## src/rtl/traffic_pkg.sv

```systemverilog
// Shared lamp encodings, FSM state codes and lamp decode helpers for the junction controller.
// No timing or flow control of its own; pure types and combinational functions.
package traffic_pkg;

    localparam int STATE_W = 3;

    typedef enum logic [1:0] {
        RED    = 2'd0,
        YELLOW = 2'd1,
        GREEN  = 2'd2
    } lamp_t;

    typedef enum logic [STATE_W-1:0] {
        S_HG  = 3'd0,
        S_HY  = 3'd1,
        S_AR1 = 3'd2,
        S_CG  = 3'd3,
        S_CY  = 3'd4,
        S_AR2 = 3'd5
    } state_t;

    // Illegal codes decode to all-red so a corrupted register can never show two non-red roads.
    function automatic lamp_t hwy_lamp(input state_t s);
        case (s)
            S_HG:    return GREEN;
            S_HY:    return YELLOW;
            default: return RED;
        endcase
    endfunction

    function automatic lamp_t ctry_lamp(input state_t s);
        case (s)
            S_CG:    return GREEN;
            S_CY:    return YELLOW;
            default: return RED;
        endcase
    endfunction

endpackage

```

## src/rtl/traffic_sig_ctrl_param_if.sv

```systemverilog
// Sensor inputs and lamp/status outputs of one junction controller.
// slave = controller side, master = sensor/lamp-driver side; no handshake, level signals only.
interface traffic_sig_ctrl_param_if;
    import traffic_pkg::*;

    logic                 X;
    logic                 EMERG;
    lamp_t                HIGHWAY;
    lamp_t                COUNTRY;
    logic [STATE_W-1:0]   STATE;
    logic                 TIMEOUT;

    modport master (
        output X,
        output EMERG,
        input  HIGHWAY,
        input  COUNTRY,
        input  STATE,
        input  TIMEOUT
    );

    modport slave (
        input  X,
        input  EMERG,
        output HIGHWAY,
        output COUNTRY,
        output STATE,
        output TIMEOUT
    );

endinterface

```

## src/rtl/sig_phase_timer.sv

```systemverilog
// Per-state cycle counter: cleared on restart, otherwise +1 per cycle, optionally saturating at limit.
// at_limit is a combinational compare of the registered count; no backpressure.
module sig_phase_timer #(
    parameter int CNT_W = 5
) (
    input  logic             clock,
    input  logic             clear,
    input  logic             restart,
    input  logic             hold_at_limit,
    input  logic [CNT_W-1:0] limit,
    output logic             at_limit
);

    logic [CNT_W-1:0] cnt;

    // >= rather than == keeps the compare safe if cnt ever lands above the limit.
    assign at_limit = (cnt >= limit);

    always_ff @(posedge clock or posedge clear) begin
        if (clear) begin
            cnt <= '0;
        end else if (restart) begin
            cnt <= '0;
        end else if (hold_at_limit && at_limit) begin
            cnt <= cnt;
        end else begin
            cnt <= cnt + 1'b1;
        end
    end

endmodule

```

## src/rtl/traffic_sig_ctrl_param.sv

```systemverilog
// Highway/country junction Moore FSM with counter-timed yellow/all-red, min highway green, capped country green.
// Lamps and STATE decode the state register; TIMEOUT is registered; sensors are level inputs, no backpressure.
module traffic_sig_ctrl_param
    import traffic_pkg::*;
#(
    parameter int YTOR_DELAY     = 3,
    parameter int RTOG_DELAY     = 2,
    parameter int MIN_HWY_GREEN  = 8,
    parameter int MAX_CTRY_GREEN = 16,
    parameter int CNT_W          = 5
) (
    input  logic                     clock,
    input  logic                     clear,
    traffic_sig_ctrl_param_if.slave  road
);

    localparam logic [CNT_W-1:0] HG_LIM = CNT_W'(MIN_HWY_GREEN - 1);
    localparam logic [CNT_W-1:0] YR_LIM = CNT_W'(YTOR_DELAY - 1);
    localparam logic [CNT_W-1:0] RG_LIM = CNT_W'(RTOG_DELAY - 1);
    localparam logic [CNT_W-1:0] CG_LIM = CNT_W'(MAX_CTRY_GREEN - 1);

    state_t           state;
    state_t           state_nxt;
    logic             timeout_q;
    logic             timeout_nxt;
    logic [CNT_W-1:0] limit;
    logic             at_limit;
    logic             restart;
    logic             hold_at_limit;

    always_comb begin
        limit = '0;
        case (state)
            S_HG:        limit = HG_LIM;
            S_HY, S_CY:  limit = YR_LIM;
            S_AR1, S_AR2: limit = RG_LIM;
            S_CG:        limit = CG_LIM;
            default:     limit = '0;
        endcase
    end

    // Highway green waits indefinitely for a car, so its count parks at the minimum.
    assign hold_at_limit = (state == S_HG);
    assign restart       = (state_nxt != state);

    sig_phase_timer #(
        .CNT_W (CNT_W)
    ) u_timer (
        .clock         (clock),
        .clear         (clear),
        .restart       (restart),
        .hold_at_limit (hold_at_limit),
        .limit         (limit),
        .at_limit      (at_limit)
    );

    always_comb begin
        state_nxt   = state;
        timeout_nxt = 1'b0;
        case (state)
            S_HG:  if (road.X && !road.EMERG && at_limit) state_nxt = S_HY;
            S_HY:  if (at_limit) state_nxt = S_AR1;
            S_AR1: if (at_limit) state_nxt = S_CG;
            S_CG: begin
                // TIMEOUT only when the cap alone ended green; a drop of X or EMERG wins the tie.
                if (!road.X || road.EMERG || at_limit) begin
                    state_nxt   = S_CY;
                    timeout_nxt = at_limit && road.X && !road.EMERG;
                end
            end
            S_CY:  if (at_limit) state_nxt = S_AR2;
            S_AR2: if (at_limit) state_nxt = S_HG;
            default: state_nxt = S_HG;
        endcase
    end

    always_ff @(posedge clock or posedge clear) begin
        if (clear) begin
            state     <= S_HG;
            timeout_q <= 1'b0;
        end else begin
            state     <= state_nxt;
            timeout_q <= timeout_nxt;
        end
    end

    assign road.HIGHWAY = hwy_lamp(state);
    assign road.COUNTRY = ctry_lamp(state);
    assign road.STATE   = state;
    assign road.TIMEOUT = timeout_q;

endmodule
```

## src/flat_wrapper.sv

```systemverilog
// flat-port wrapper written by rule: the top's interface ports become plain ports
module traffic_sig_ctrl_param_flat import traffic_pkg::*;
#(
    parameter int YTOR_DELAY     = 3,
    parameter int RTOG_DELAY     = 2,
    parameter int MIN_HWY_GREEN  = 8,
    parameter int MAX_CTRY_GREEN = 16,
    parameter int CNT_W          = 5
)
  (clock, clear, road_X, road_EMERG, road_HIGHWAY, road_COUNTRY, road_STATE, road_TIMEOUT);
  traffic_sig_ctrl_param_if road_i ();
  input  logic clock;
  input  logic clear;
  input wire logic [$bits(road_i.X)-1:0] road_X;
  input wire logic [$bits(road_i.EMERG)-1:0] road_EMERG;
  output wire logic [$bits(road_i.HIGHWAY)-1:0] road_HIGHWAY;
  output wire logic [$bits(road_i.COUNTRY)-1:0] road_COUNTRY;
  output wire logic [$bits(road_i.STATE)-1:0] road_STATE;
  output wire logic [$bits(road_i.TIMEOUT)-1:0] road_TIMEOUT;
  assign road_i.X = road_X;
  assign road_i.EMERG = road_EMERG;
  assign road_HIGHWAY = road_i.HIGHWAY;
  assign road_COUNTRY = road_i.COUNTRY;
  assign road_STATE = road_i.STATE;
  assign road_TIMEOUT = road_i.TIMEOUT;
  traffic_sig_ctrl_param #(.YTOR_DELAY(YTOR_DELAY), .RTOG_DELAY(RTOG_DELAY), .MIN_HWY_GREEN(MIN_HWY_GREEN), .MAX_CTRY_GREEN(MAX_CTRY_GREEN), .CNT_W(CNT_W)) u_core (.clock(clock), .clear(clear), .road(road_i));
endmodule
```

## config.mk

```make
export PLATFORM = sky130hd
export DESIGN_NAME = traffic_sig_ctrl_param_flat
export DESIGN_NICKNAME = d
export VERILOG_FILES = /design/src/rtl/traffic_pkg.sv /design/src/rtl/traffic_sig_ctrl_param_if.sv /design/src/rtl/sig_phase_timer.sv /design/src/rtl/traffic_sig_ctrl_param.sv /design/src/flat_wrapper.sv
export SDC_FILE = /design/constraint.sdc
export NUM_CORES = 1
export LEC_CHECK = 0
export ABC_CLOCK_PERIOD_IN_PS = 7100
export CELL_PAD_IN_SITES_DETAIL_PLACEMENT = 0
export CELL_PAD_IN_SITES_GLOBAL_PLACEMENT = 1
export CORE_ASPECT_RATIO = 0.8
export CORE_MARGIN = 2
export CORE_UTILIZATION = 41
export DETAILED_ROUTE_END_ITERATION = 8
export PLACE_DENSITY = 0.79
export SETUP_SLACK_MARGIN = 0.1
export SLEW_MARGIN = 25
export SYNTH_ARGS = -nofsm -noshare
export SYNTH_HDL_FRONTEND = slang
export SYNTH_SLANG_ARGS = --single-unit
```

## constraint.sdc

```tcl
create_clock -name clock -period 7.1 [get_ports clock]
set_clock_uncertainty 0.2 [all_clocks]
set_input_delay 1.42 -clock clock [delete_from_list [all_inputs] [get_ports clock]]
set_output_delay 1.42 -clock clock [all_outputs]
set_load 0.01 [all_outputs]
```

Yosys cells after proc, flatten, opt, wreduce, memory -nomap -nowiden. Cells that the tools add are included.

Register bits after elaboration: 9.

Add/subtract/negate cells: 1. Magnitude comparators: 1. Eq/ne operators: 7. Mux-type cells: 14. Reduce and logical (&&, ||, !) cells: 12.

Operators with widths (count): $mux 3 (6); $pmux 3 s6 (1); $pmux 4 s4 (1); $mux 5 (2); $pmux 2 s2 (2); $eq 3x2->1 const B (2); $eq 3x3->1 const B (2); $add 5x1->5 const B (1); $ge 5x4->1 (1); $logic_and 1x1->1 (5); $reduce_or 2->1 (2); $eq 3x1->1 const B (1); $logic_not 3->1 (1); $ne 3x3->1 (1); $logic_not 1->1 (2); $logic_or 1x1->1 (2); $mux 1 (2); $ne 2x1->1 const B (1).

Logic depth before layout (Yosys ltp). Gate-level depths: netlist of the first run.

Depth in word-level cells: 9. Mapped depth: 10.

Hierarchy. Synthesis of the first run repeated with hierarchy kept, for this count alone.

Cells, all modules: 81. Area, all modules: 698.2 um^2.

By module, submodules not included: sig_phase_timer (times used 1, cells an instance 42, area each 382.9 um^2); traffic_sig_ctrl_param (times used 1, cells an instance 39, area each 315.3 um^2).

Least setup slack after synthesis of the first run. No wires, ideal clock.

Kind: reg2out. Start: reg u_core.state[1], in the netlist u_core.road.STATE[1]. End: out road_HIGHWAY[1]. Arrival time: 1050 ps. Required time: 5480 ps. Path slack: 4430 ps. Stages on the path, launching flop included: 4. Path buffers: 1. Path through: dfrtp_1 > buf_6 > or3_4 > inv_1.

Longest elaborated chain between the ends: 2. Elaborated cells on any way between the ends: 3. Those cells by class: eq/ne: 1; mux: 1; reduce/logical: 1.

Ends and longest elaborated chain: start: declaration (line traffic_sig_ctrl_param.sv:22) `state_t state;`; start signal: assignment (line traffic_sig_ctrl_param.sv:82) `state <= state_nxt;`; $eq 3x1->1 / $logic_not 3->1 (equally long branches) (line traffic_pkg.sv:24) `case (s)`; $pmux 2 s2 (*) (line traffic_pkg.sv:24); end: declaration (line flat_wrapper.sv:16) `output wire logic [$bits(road_i.HIGHWAY)-1:0] road_HIGHWAY;`.

Every way passes the cells marked *; elsewhere a longest branch is shown, timed or not.

Final worst setup path of the first run. Same ends and word-level chain as after synthesis.

==> results of run 1 <==
cell usage in the layout (no fill, tap or decap):
cell              n
mux2_2            1
nor4_2            1
nor3_1            2
nand3b_1          1
a311oi_1          1
dfrtp_1           9
and3_1            2
and2_2            1
a21oi_1           4
or3_1             2
o31ai_1           1
xnor2_1           3
nand2b_1          2
clkbuf_1          1
mux2i_1           1
nor3_2            1
nand2_1           6
nor2b_1           3
o2111ai_1         1
and2b_1           1
inv_1             6
o21a_2            1
a31oi_1           2
or3_4             1
and4bb_2          1
clkbuf_4          3
clkdlybuf4s50_1  11
o21ai_0           5
nand3_1           1
nor2_1            9
nor4b_1           1
ha_1              5
a32oi_1           1
xor2_1            1
metrics by stage:
step | hold slack (ns) | std cells | setup slack (ns) | utilization, % | instance area, um^2
after floorplan | 0.334 | 80 | 4.43 | - | 699
after global placement | 0.374 | 110 | 3.98 | 50.3 | 810
after detailed placement | 0.378 | 110 | 3.95 | 50.3 | 810
after CTS | 0.392 | 114 | 3.65 | 51.9 | 836
after global routing | 0.442 | 114 | 3.60 | 51.9 | 836
final | 0.391 | 114 | 3.66 | 51.9 | 836
registers in the layout (all words and copies together), names as in the netlist:
signal and cells:
u_core.u_timer.cnt 5, u_core.road.TIMEOUT 1, u_core.road.STATE 3
layout make-up:
type                            instances  area [um^2]  share of cell area, %
Multi-Input combinational cell         62          424                   50.7
Sequential cell                         9          225                   26.9
Timing Repair Buffer                   11          110                   13.2
Tap cell                               22         27.5                   3.29
Clock buffer                            4         26.3                   3.14
Inverter                                6         22.5                   2.69
worst paths after layout:
path,start,end,depth (start not counted)
min,u_core.u_timer.cnt[3]$_DFFE_PP0P_,u_core.u_timer.cnt[3]$_DFFE_PP0P_,2
max,u_core.road.STATE[1]$_DFF_PP0_,road_HIGHWAY[1],3
max reg2reg,u_core.road.STATE[1]$_DFF_PP0_,u_core.u_timer.cnt[1]$_DFFE_PP0P_,9
min reg2reg,u_core.u_timer.cnt[3]$_DFFE_PP0P_,u_core.u_timer.cnt[3]$_DFFE_PP0P_,2
max in group asynchronous,clear,u_core.u_timer.cnt[1]$_DFFE_PP0P_,2
min in group asynchronous,clear,u_core.road.STATE[0]$_DFF_PP0_,2
routing by layer:
| layer | global-route usage, % | share of wire, % |
|---|---|---|
| met1 | 24.9 | 56 |
| met2 | 20.1 | 42 |
| met3 | 3.65 | 2.4 |
| met4 | 6.25 | 0 |
| met5 | 0 | 0 |
power by group:
group	internal (mW)	switching [mW]	leakage (nW)
clock network	0.0217	0.0194	0.0150
logic	0.132	0.149	0.243
registers	0.0706	0.0327	0.117
total	0.224	0.201	0.375
worst min-delay path: cells and delay by family, from the launching register on:
| family | cells | cell delay [ns] |
|---|---|---|
| xor gates and xnor gates | 1 | 0.09 |
| DFF | 1 | 0.39 |
| and+or+nand+nor | 1 | 0.07 |
kinds of logic (layout without fill, tap and decap cells):
kind of cell	Yosys count	in the layout	share of synthesized area, %
muxes	2	2	3.04
adders and majority gates	5	5	8.94
DFF	9	9	32.2
xor gates and xnor gates	4	4	5.01
and+or+nand+nor	35	35	29.3
AOI/OAI and AO/OA	16	16	14.3
buffers and inverters	9	21	7.15
==> out/qor.yml, run 1 <==
rows: 13
seq_area_frac_synth_pct: 32.2
async_flop_share_pct: 100
overflow: 0
worstSkewPairLatency_ns: 0.27
fp.coreArea_um2: 1610
path_cells: "or3_4, inv_1, clkdlybuf4s50_1"
hold_viol: 0
wl_um: 1470
initialDrtViolationCount: 22
path_buf_inv: 2
fin_crit_sh_pct: 48.4
grt_setup_unrepaired: "no"
fin_crit_ns: 3.44
path_max_fanout: 11
ys_types: 33
drt_pass1_iterations: 4
power.density_nw_per_um2: 509
synth_top_area_cell: "dfrtp_1"
place_hpwl_um: 1150
ys.flop_type: "dfrtp_1"
drive_above_1_share_pct: 10.9
netlist.area_leader.share_pct: 32.2
status: "complete, no violations"
ant_nets: 0
syn_nets: 89
ff2ff_setup_slack_ns: 4.43
fin_nets: 102
slew-limit-headroom_pct: 68.5
hp-class: "reg2reg"
tightest_slew_ns: 0.467
yosys-top-cells-area: "dfrtp_1 32%, ha_1 8.9%, nor2_1 4.8%"
die_y_um: 40.9
gp_congestion: 0.819
port_buffers: 11
synth_edf_count: 0
power.total_mw: 0.425
area_delta_synth_final_pct: 19.5
end_kind: "primary output"
fmax_ghz: 0.291
diodes: 0
clk_pin_slew_ns: 0.07
ir_drop_v: 0.000316
synth_area_per_cell_um2: 8.74
postCtsSetupRepairBufs: 0
start_kind: "register"
n_fill_cell: 149
crit_path_max_incr_delay_ns: 0.53
first_global_vias: 446
cpLargestDelayFamily: "buffers and inverters"
antenna_found_initial: 0
dr_total_vias: 594
synth_commonest_cells: "9 x dfrtp_1, 9 x nor2_1, 6 x inv_1, 6 x nand2_1"
cts-root-buf: "clkbuf_4"
cts.sinks: 9
grt_max_degree: 12
htreeDepth: 1
yosysWarnings: 0
arrival_ns: 1.82
viasPerCell: 5.21
track_usage_pct: 15.9
dieArea_um2: 2050
leakagePower_nw: 0.375
drc: 0
cts_tree: "built"
syn_area_um2: 699
synth-seq-cells: 9
fin_setup_tns_ns: 0
cap_violations: 0
grt_first_pass_wirelength_um: 2260
cts_inserted_buffers: 3
routedWlPerCell_um: 12.9
worstSetupPathType: "reg2out"
cpMaxStageDelayCell: "clkdlybuf4s50_1"
die_width_um: 50.2
cts_buffer_depth: 2
netlist_instances: 80
report.final.slew_viol_count: 0
post_cts_resize_count: 0
ios: 12
required_ns: 5.48
initial_core_util_pct: 43.4
setup_violations: 0
cts_hold_buf: 0
No activity file was read; power rests on OpenSTA's default activity.
==> run 2: changes to the inputs <==
--- a/config.mk
+++ b/config.mk
@@ -5,14 +5,14 @@
 export SDC_FILE = /design/constraint.sdc
 export NUM_CORES = 1
 export LEC_CHECK = 0
-export ABC_CLOCK_PERIOD_IN_PS = 7100
+export ABC_CLOCK_PERIOD_IN_PS = 3500
 export CELL_PAD_IN_SITES_DETAIL_PLACEMENT = 0
 export CELL_PAD_IN_SITES_GLOBAL_PLACEMENT = 1
 export CORE_ASPECT_RATIO = 0.8
 export CORE_MARGIN = 2
-export CORE_UTILIZATION = 41
+export CORE_UTILIZATION = 38
 export DETAILED_ROUTE_END_ITERATION = 8
-export PLACE_DENSITY = 0.79
+export PLACE_DENSITY = 0.74
 export SETUP_SLACK_MARGIN = 0.1
 export SLEW_MARGIN = 25
 export SYNTH_ARGS = -nofsm -noshare
==> constraint.sdc (replaced) <==
create_clock -name clock -period 3.5 [get_ports clock]
set_clock_uncertainty 0.2 [all_clocks]
set_input_delay 0.7 -clock clock [delete_from_list [all_inputs] [get_ports clock]]
set_output_delay 0.7 -clock clock [all_outputs]
set_load 0.01 [all_outputs]
==> run 2 against run 1 <==
  * Core utilization shrank 2.0 points
  * Combinational power grew 100%
  * Sequential power grew 110%
  * Wire length shrank 1.4%
  * Critical path type unchanged
  * Highest routed layer is now met4
==> out/qor.yml, run 2 (synthesis gave the netlist of run 1 again) <==
status: "complete, no violations"
mostFrequentLayoutCell: "clkdlybuf4s50_1"
place_hpwl_um: 1070
cts_hold_buf: 0
die_width_um: 52.0
largest_reg_flops: 5
wl_um: 1450
final_cell_mix: "11 x clkdlybuf4s50_1, 9 x nor2_1, 9 x dfrtp_1"
top_register: "u_core.u_timer.cnt"
fmax_ghz: 0.368
setup_violations: 0
report.final.slew_viol_count: 0
hold_viol: 0
track_usage_pct: 15.0
required_ns: 2.60
rows: 13
drc: 0
overflow: 0
slew-limit-headroom_pct: 68.0
fin_setup_tns_ns: 0
path_cells: "or3_4, inv_1, clkdlybuf4s50_1"
port_buffers: 11
ant_nets: 0
initialDrtViolationCount: 12
ios: 12
diodes: 0
htreeDepth: 1
dieArea_um2: 2200
grt_max_degree: 12
cts_buffer_depth: 2
fin_crit_sh_pct: 77.7
start_kind: "register"
hp-class: "reg2reg"
cts-root-buf: "clkbuf_4"
grt_setup_unrepaired: "no"
cts_inserted_buffers: 3
fin_nets: 102
tightest_slew_ns: 0.481
cap_violations: 0
post_cts_resize_count: 0
area_delta_synth_final_pct: 19.5
drive_above_1_share_pct: 10.9
fp.coreArea_um2: 1680
worstSkewPairLatency_ns: 0.26
end_kind: "primary output"
setup_ws_ns: 0.781
clk_pin_slew_ns: 0.06
drt_pass1_iterations: 4
viasPerCell: 5.32
routedWlPerCell_um: 12.7
dr_total_vias: 607
worstSetupPathType: "reg2out"
post-place-ws_ns: 0.852
first_global_vias: 523
grt_first_pass_wirelength_um: 2440
gp_congestion: 0.776
initial_core_util_pct: 41.7
path_max_fanout: 11
antenna_found_initial: 0
leakagePower_nw: 0.375
ir_drop_v: 0.000625
postCtsSetupRepairBufs: 0
final_util_pct: 49.9
cts.sinks: 9
die_y_um: 42.4
cpMaxStageDelayCell: "clkdlybuf4s50_1"
power.total_mw: 0.868
arrival_ns: 1.82
n_fill_cell: 158
crit_path_max_incr_delay_ns: 0.53
fin_crit_ns: 2.72
power.density_nw_per_um2: 1040
cts_tree: "built"
run 2: cell counts in the layout (fill, tap and decap cells not counted):
No cell type changed its count.
run 2: layout make-up:
| class | instances | area [um^2] | area share (%) |
|---|---|---|---|
| Clock buffer | 4 | 26.3 | 3.14 |
| Inverter | 6 | 22.5 | 2.69 |
| Multi-Input combinational cell | 62 | 424 | 50.7 |
| Sequential cell | 9 | 225 | 26.9 |
| Tap cell | 22 | 27.5 | 3.29 |
| Timing Repair Buffer | 11 | 110 | 13.2 |
run 2: critical path: cells and delay by family, from the launching register on:
family | cells | cell delay, ns
buf+inv | 2 | 0.61
flops | 1 | 0.50
simple gates | 1 | 0.44
run 2: layer usage:
layer | share of wire, % | vias up | global-route usage, %
met5 | 0 | - | 0
met2 | 40 | 23 | 18.2
li1 | - | 305 | -
met4 | 0.83 | 0 | 3.16
met3 | 5.7 | 2 | 5.36
met1 | 54 | 277 | 24.2
run 2: worst paths after layout:
path	depth (start not counted)	slack [ns]	from	endpoint
max	3	0.78	u_core.road.STATE[2]$_DFF_PP0_	road_HIGHWAY[1]
min	2	0.39	u_core.u_timer.cnt[3]$_DFFE_PP0P_	u_core.u_timer.cnt[3]$_DFFE_PP0P_
max reg2reg	9	0.81	u_core.road.STATE[2]$_DFF_PP0_	u_core.u_timer.cnt[1]$_DFFE_PP0P_
min reg2reg	2	0.39	u_core.u_timer.cnt[3]$_DFFE_PP0P_	u_core.u_timer.cnt[3]$_DFFE_PP0P_
max in group asynchronous	2	2.34	clear	u_core.u_timer.cnt[4]$_DFFE_PP0P_
min in group asynchronous	2	0.50	clear	u_core.road.STATE[2]$_DFF_PP0_
run 2: metrics by stage:
stage / cell area [um^2] / instances / hold WS, ns
CTS: 836 / 114 / 0.391
floorplan: 699 / 80 / 0.328
detailed placement: 810 / 110 / 0.378
finish: 836 / 114 / 0.390
global route: 836 / 114 / 0.423
global placement: 810 / 110 / 0.376
run 2: report_power, final:
group,total (mW),internal (mW),switching [mW]
Clock,0.0822,0.0441,0.0382
Combinational,0.574,0.268,0.306
Sequential,0.212,0.143,0.0685
==> run 3: changes to the inputs <==
--- a/config.mk
+++ b/config.mk
@@ -5,7 +5,7 @@
 export SDC_FILE = /design/constraint.sdc
 export NUM_CORES = 1
 export LEC_CHECK = 0
-export ABC_CLOCK_PERIOD_IN_PS = 3500
+export ABC_CLOCK_PERIOD_IN_PS = 2630
 export CELL_PAD_IN_SITES_DETAIL_PLACEMENT = 0
 export CELL_PAD_IN_SITES_GLOBAL_PLACEMENT = 1
 export CORE_ASPECT_RATIO = 0.8
==> constraint.sdc (replaced) <==
create_clock -name clock -period 2.63 [get_ports clock]
set_clock_uncertainty 0.2 [all_clocks]
set_input_delay 0.526 -clock clock [delete_from_list [all_inputs] [get_ports clock]]
set_output_delay 0.526 -clock clock [all_outputs]
set_load 0.01 [all_outputs]
==> run 3 against run 2 <==
  * Via count rose by 4.4%
  * Cell count rose by 5.3%
  * First-iteration DRC count rose by 17%
  * Combinational power rose by 68%
  * Wire length rose by 10%
  * Register-to-register slack got worse by 0.60 ns
  * Global-route usage rose by 1.2 points
  * Non-clock buffer count rose by 6
==> out/qor.yml, run 3 (synthesis gave the netlist of run 1 again) <==
cts.sinks: 9
place_hpwl_um: 1230
mostFrequentLayoutCell: "clkdlybuf4s50_1"
reg2reg_from: "u_core.road.STATE[2]$_DFF_PP0_"
diodes: 0
cts-root-buf: "clkbuf_4"
antenna_found_initial: 0
fin_nets: 108
routedWlPerCell_um: 13.3
comb_power_share_pct: 73.3
drive_above_1_share_pct: 22.4
clk_pin_slew_ns: 0.06
arrival_ns: 2.40
area_delta_synth_final_pct: 30.1
fmax_ghz: 0.413
leakagePower_nw: 0.408
tightest_slew_ns: 0.351
grt_max_degree: 11
cts_inserted_buffers: 3
slew-limit-headroom_pct: 76.6
largest_reg_flops: 5
start_kind: "register"
wl_um: 1600
power.density_nw_per_um2: 1450
fin_crit_ns: 2.42
worstSkewPairLatency_ns: 0.25
r2r_end: "u_core.u_timer.cnt[4]$_DFFE_PP0P_"
path_max_fanout: 4
cts_tree: "built"
report.final.slew_viol_count: 0
ff2ff_setup_slack_ns: 0.21
status: "complete, no violations"
required_ns: 2.61
register_area_um2: 225
drt_pass1_iterations: 4
setup_ws_ns: 0.210
viasPerCell: 5.28
multi_input_area_um2: 453
die_width_um: 52.0
clkPwrFrac_pct: 7.9
reg2reg_depth: 9
hold_viol: 0
dieArea_um2: 2200
track_usage_pct: 16.2
switching_share_pct: 46.1
power.internal_mw: 0.711
pwr-share-seq_pct: 18.9
ir_drop_v: 0.000913
die_y_um: 42.4
drc: 0
n_fill_cell: 162
p_sw_mw: 0.609
gp_congestion: 0.796
final_cell_mix: "11 x clkdlybuf4s50_1, 9 x nor2_1, 9 x dfrtp_1"
top_register: "u_core.u_timer.cnt"
port_buffers: 11
post-place-ws_ns: 0.175
hp-class: "in2async"
ant_nets: 0
overflow: 0
cts_buffer_depth: 2
cap_violations: 0
grt_first_pass_wirelength_um: 2640
fin_setup_tns_ns: 0
grt_setup_unrepaired: "no"
setup_violations: 0
initial_core_util_pct: 41.7
first_global_vias: 542
htreeDepth: 1
worstSetupPathType: "reg2reg"
end_kind: "register"
rows: 13
dr_total_vias: 634
ios: 12
fp.coreArea_um2: 1680
fin_crit_sh_pct: 92.0
initialDrtViolationCount: 14
## run 3: final cells by class
class	count	share of cell area, %
inverter	6	2.48
multi-input combinational	62	49.8
sequential	9	24.8
timing repair buffer	17	17.1
tap	22	3.03
clock buffer	4	2.89
## run 3: timing repair
action,4_1_cts,5_1_grt
setup endpoints to repair,0,8
hold buffers,0,0
hold endpoints to repair,0,0
setup buffers,0,2
gates resized for setup,0,9
## run 3: through the flow
step           instance area [um^2]  hold WS [ns]  power [mW]  utilization (%)  instances
2_1_floorplan                   699         0.154       0.852                -         80
4_1_cts                         866         0.341        1.21             51.7        118
3_3_place_gp                    840         0.376        1.10             50.1        114
6_report                        910         0.334        1.32             54.3        120
3_5_place_dp                    840         0.376        1.10             50.1        114
5_1_grt                         910         0.381        1.45             54.3        120
## run 3: layer usage
metal	part of all wire (%)	GRT usage (%)
met5	0	0
met4	1.1	7.89
met3	5.1	2.50
met2	41	19.7
met1	53	26.1
## run 3: worst max-delay path by stage
stage,from,endpoint,slack [ns],cells after the start
6_report,u_core.road.STATE[2]$_DFF_PP0_,u_core.u_timer.cnt[4]$_DFFE_PP0P_,0.21,9
5_1_grt,u_core.road.STATE[2]$_DFF_PP0_,u_core.u_timer.cnt[4]$_DFFE_PP0P_,0.07,10
4_1_cts,u_core.road.STATE[2]$_DFF_PP0_,u_core.u_timer.cnt[1]$_DFFE_PP0P_,0.16,9
3_5_place_dp,u_core.road.STATE[2]$_DFF_PP0_,u_core.u_timer.cnt[1]$_DFFE_PP0P_,0.18,9
2_1_floorplan,u_core.road.STATE[1]$_DFF_PP0_,u_core.u_timer.cnt[1]$_DFFE_PP0P_,0.08,10
3_3_place_gp,u_core.road.STATE[0]$_DFF_PP0_,u_core.road.STATE[1]$_DFF_PP0_,0.21,9
## run 3: critical path: stages (launching register included)
cell     delay [ns]
dfrtp_1        0.40
or3_4          0.41
inv_2          0.06
nor2_1         0.05
ha_2           0.20
nor4_4         0.30
o21a_2         0.24
nor3_4         0.06
or3_1          0.30
a21oi_1        0.13
## run 3: power by group through the flow
stage          clock network, mW  logic (mW)  registers, mW
3_5_place_dp                   0       0.851          0.250
5_1_grt                    0.116        1.08          0.259
2_1_floorplan                  0       0.612          0.240
4_1_cts                    0.109       0.855          0.247
6_report                   0.104       0.967          0.249
3_3_place_gp                   0       0.849          0.250
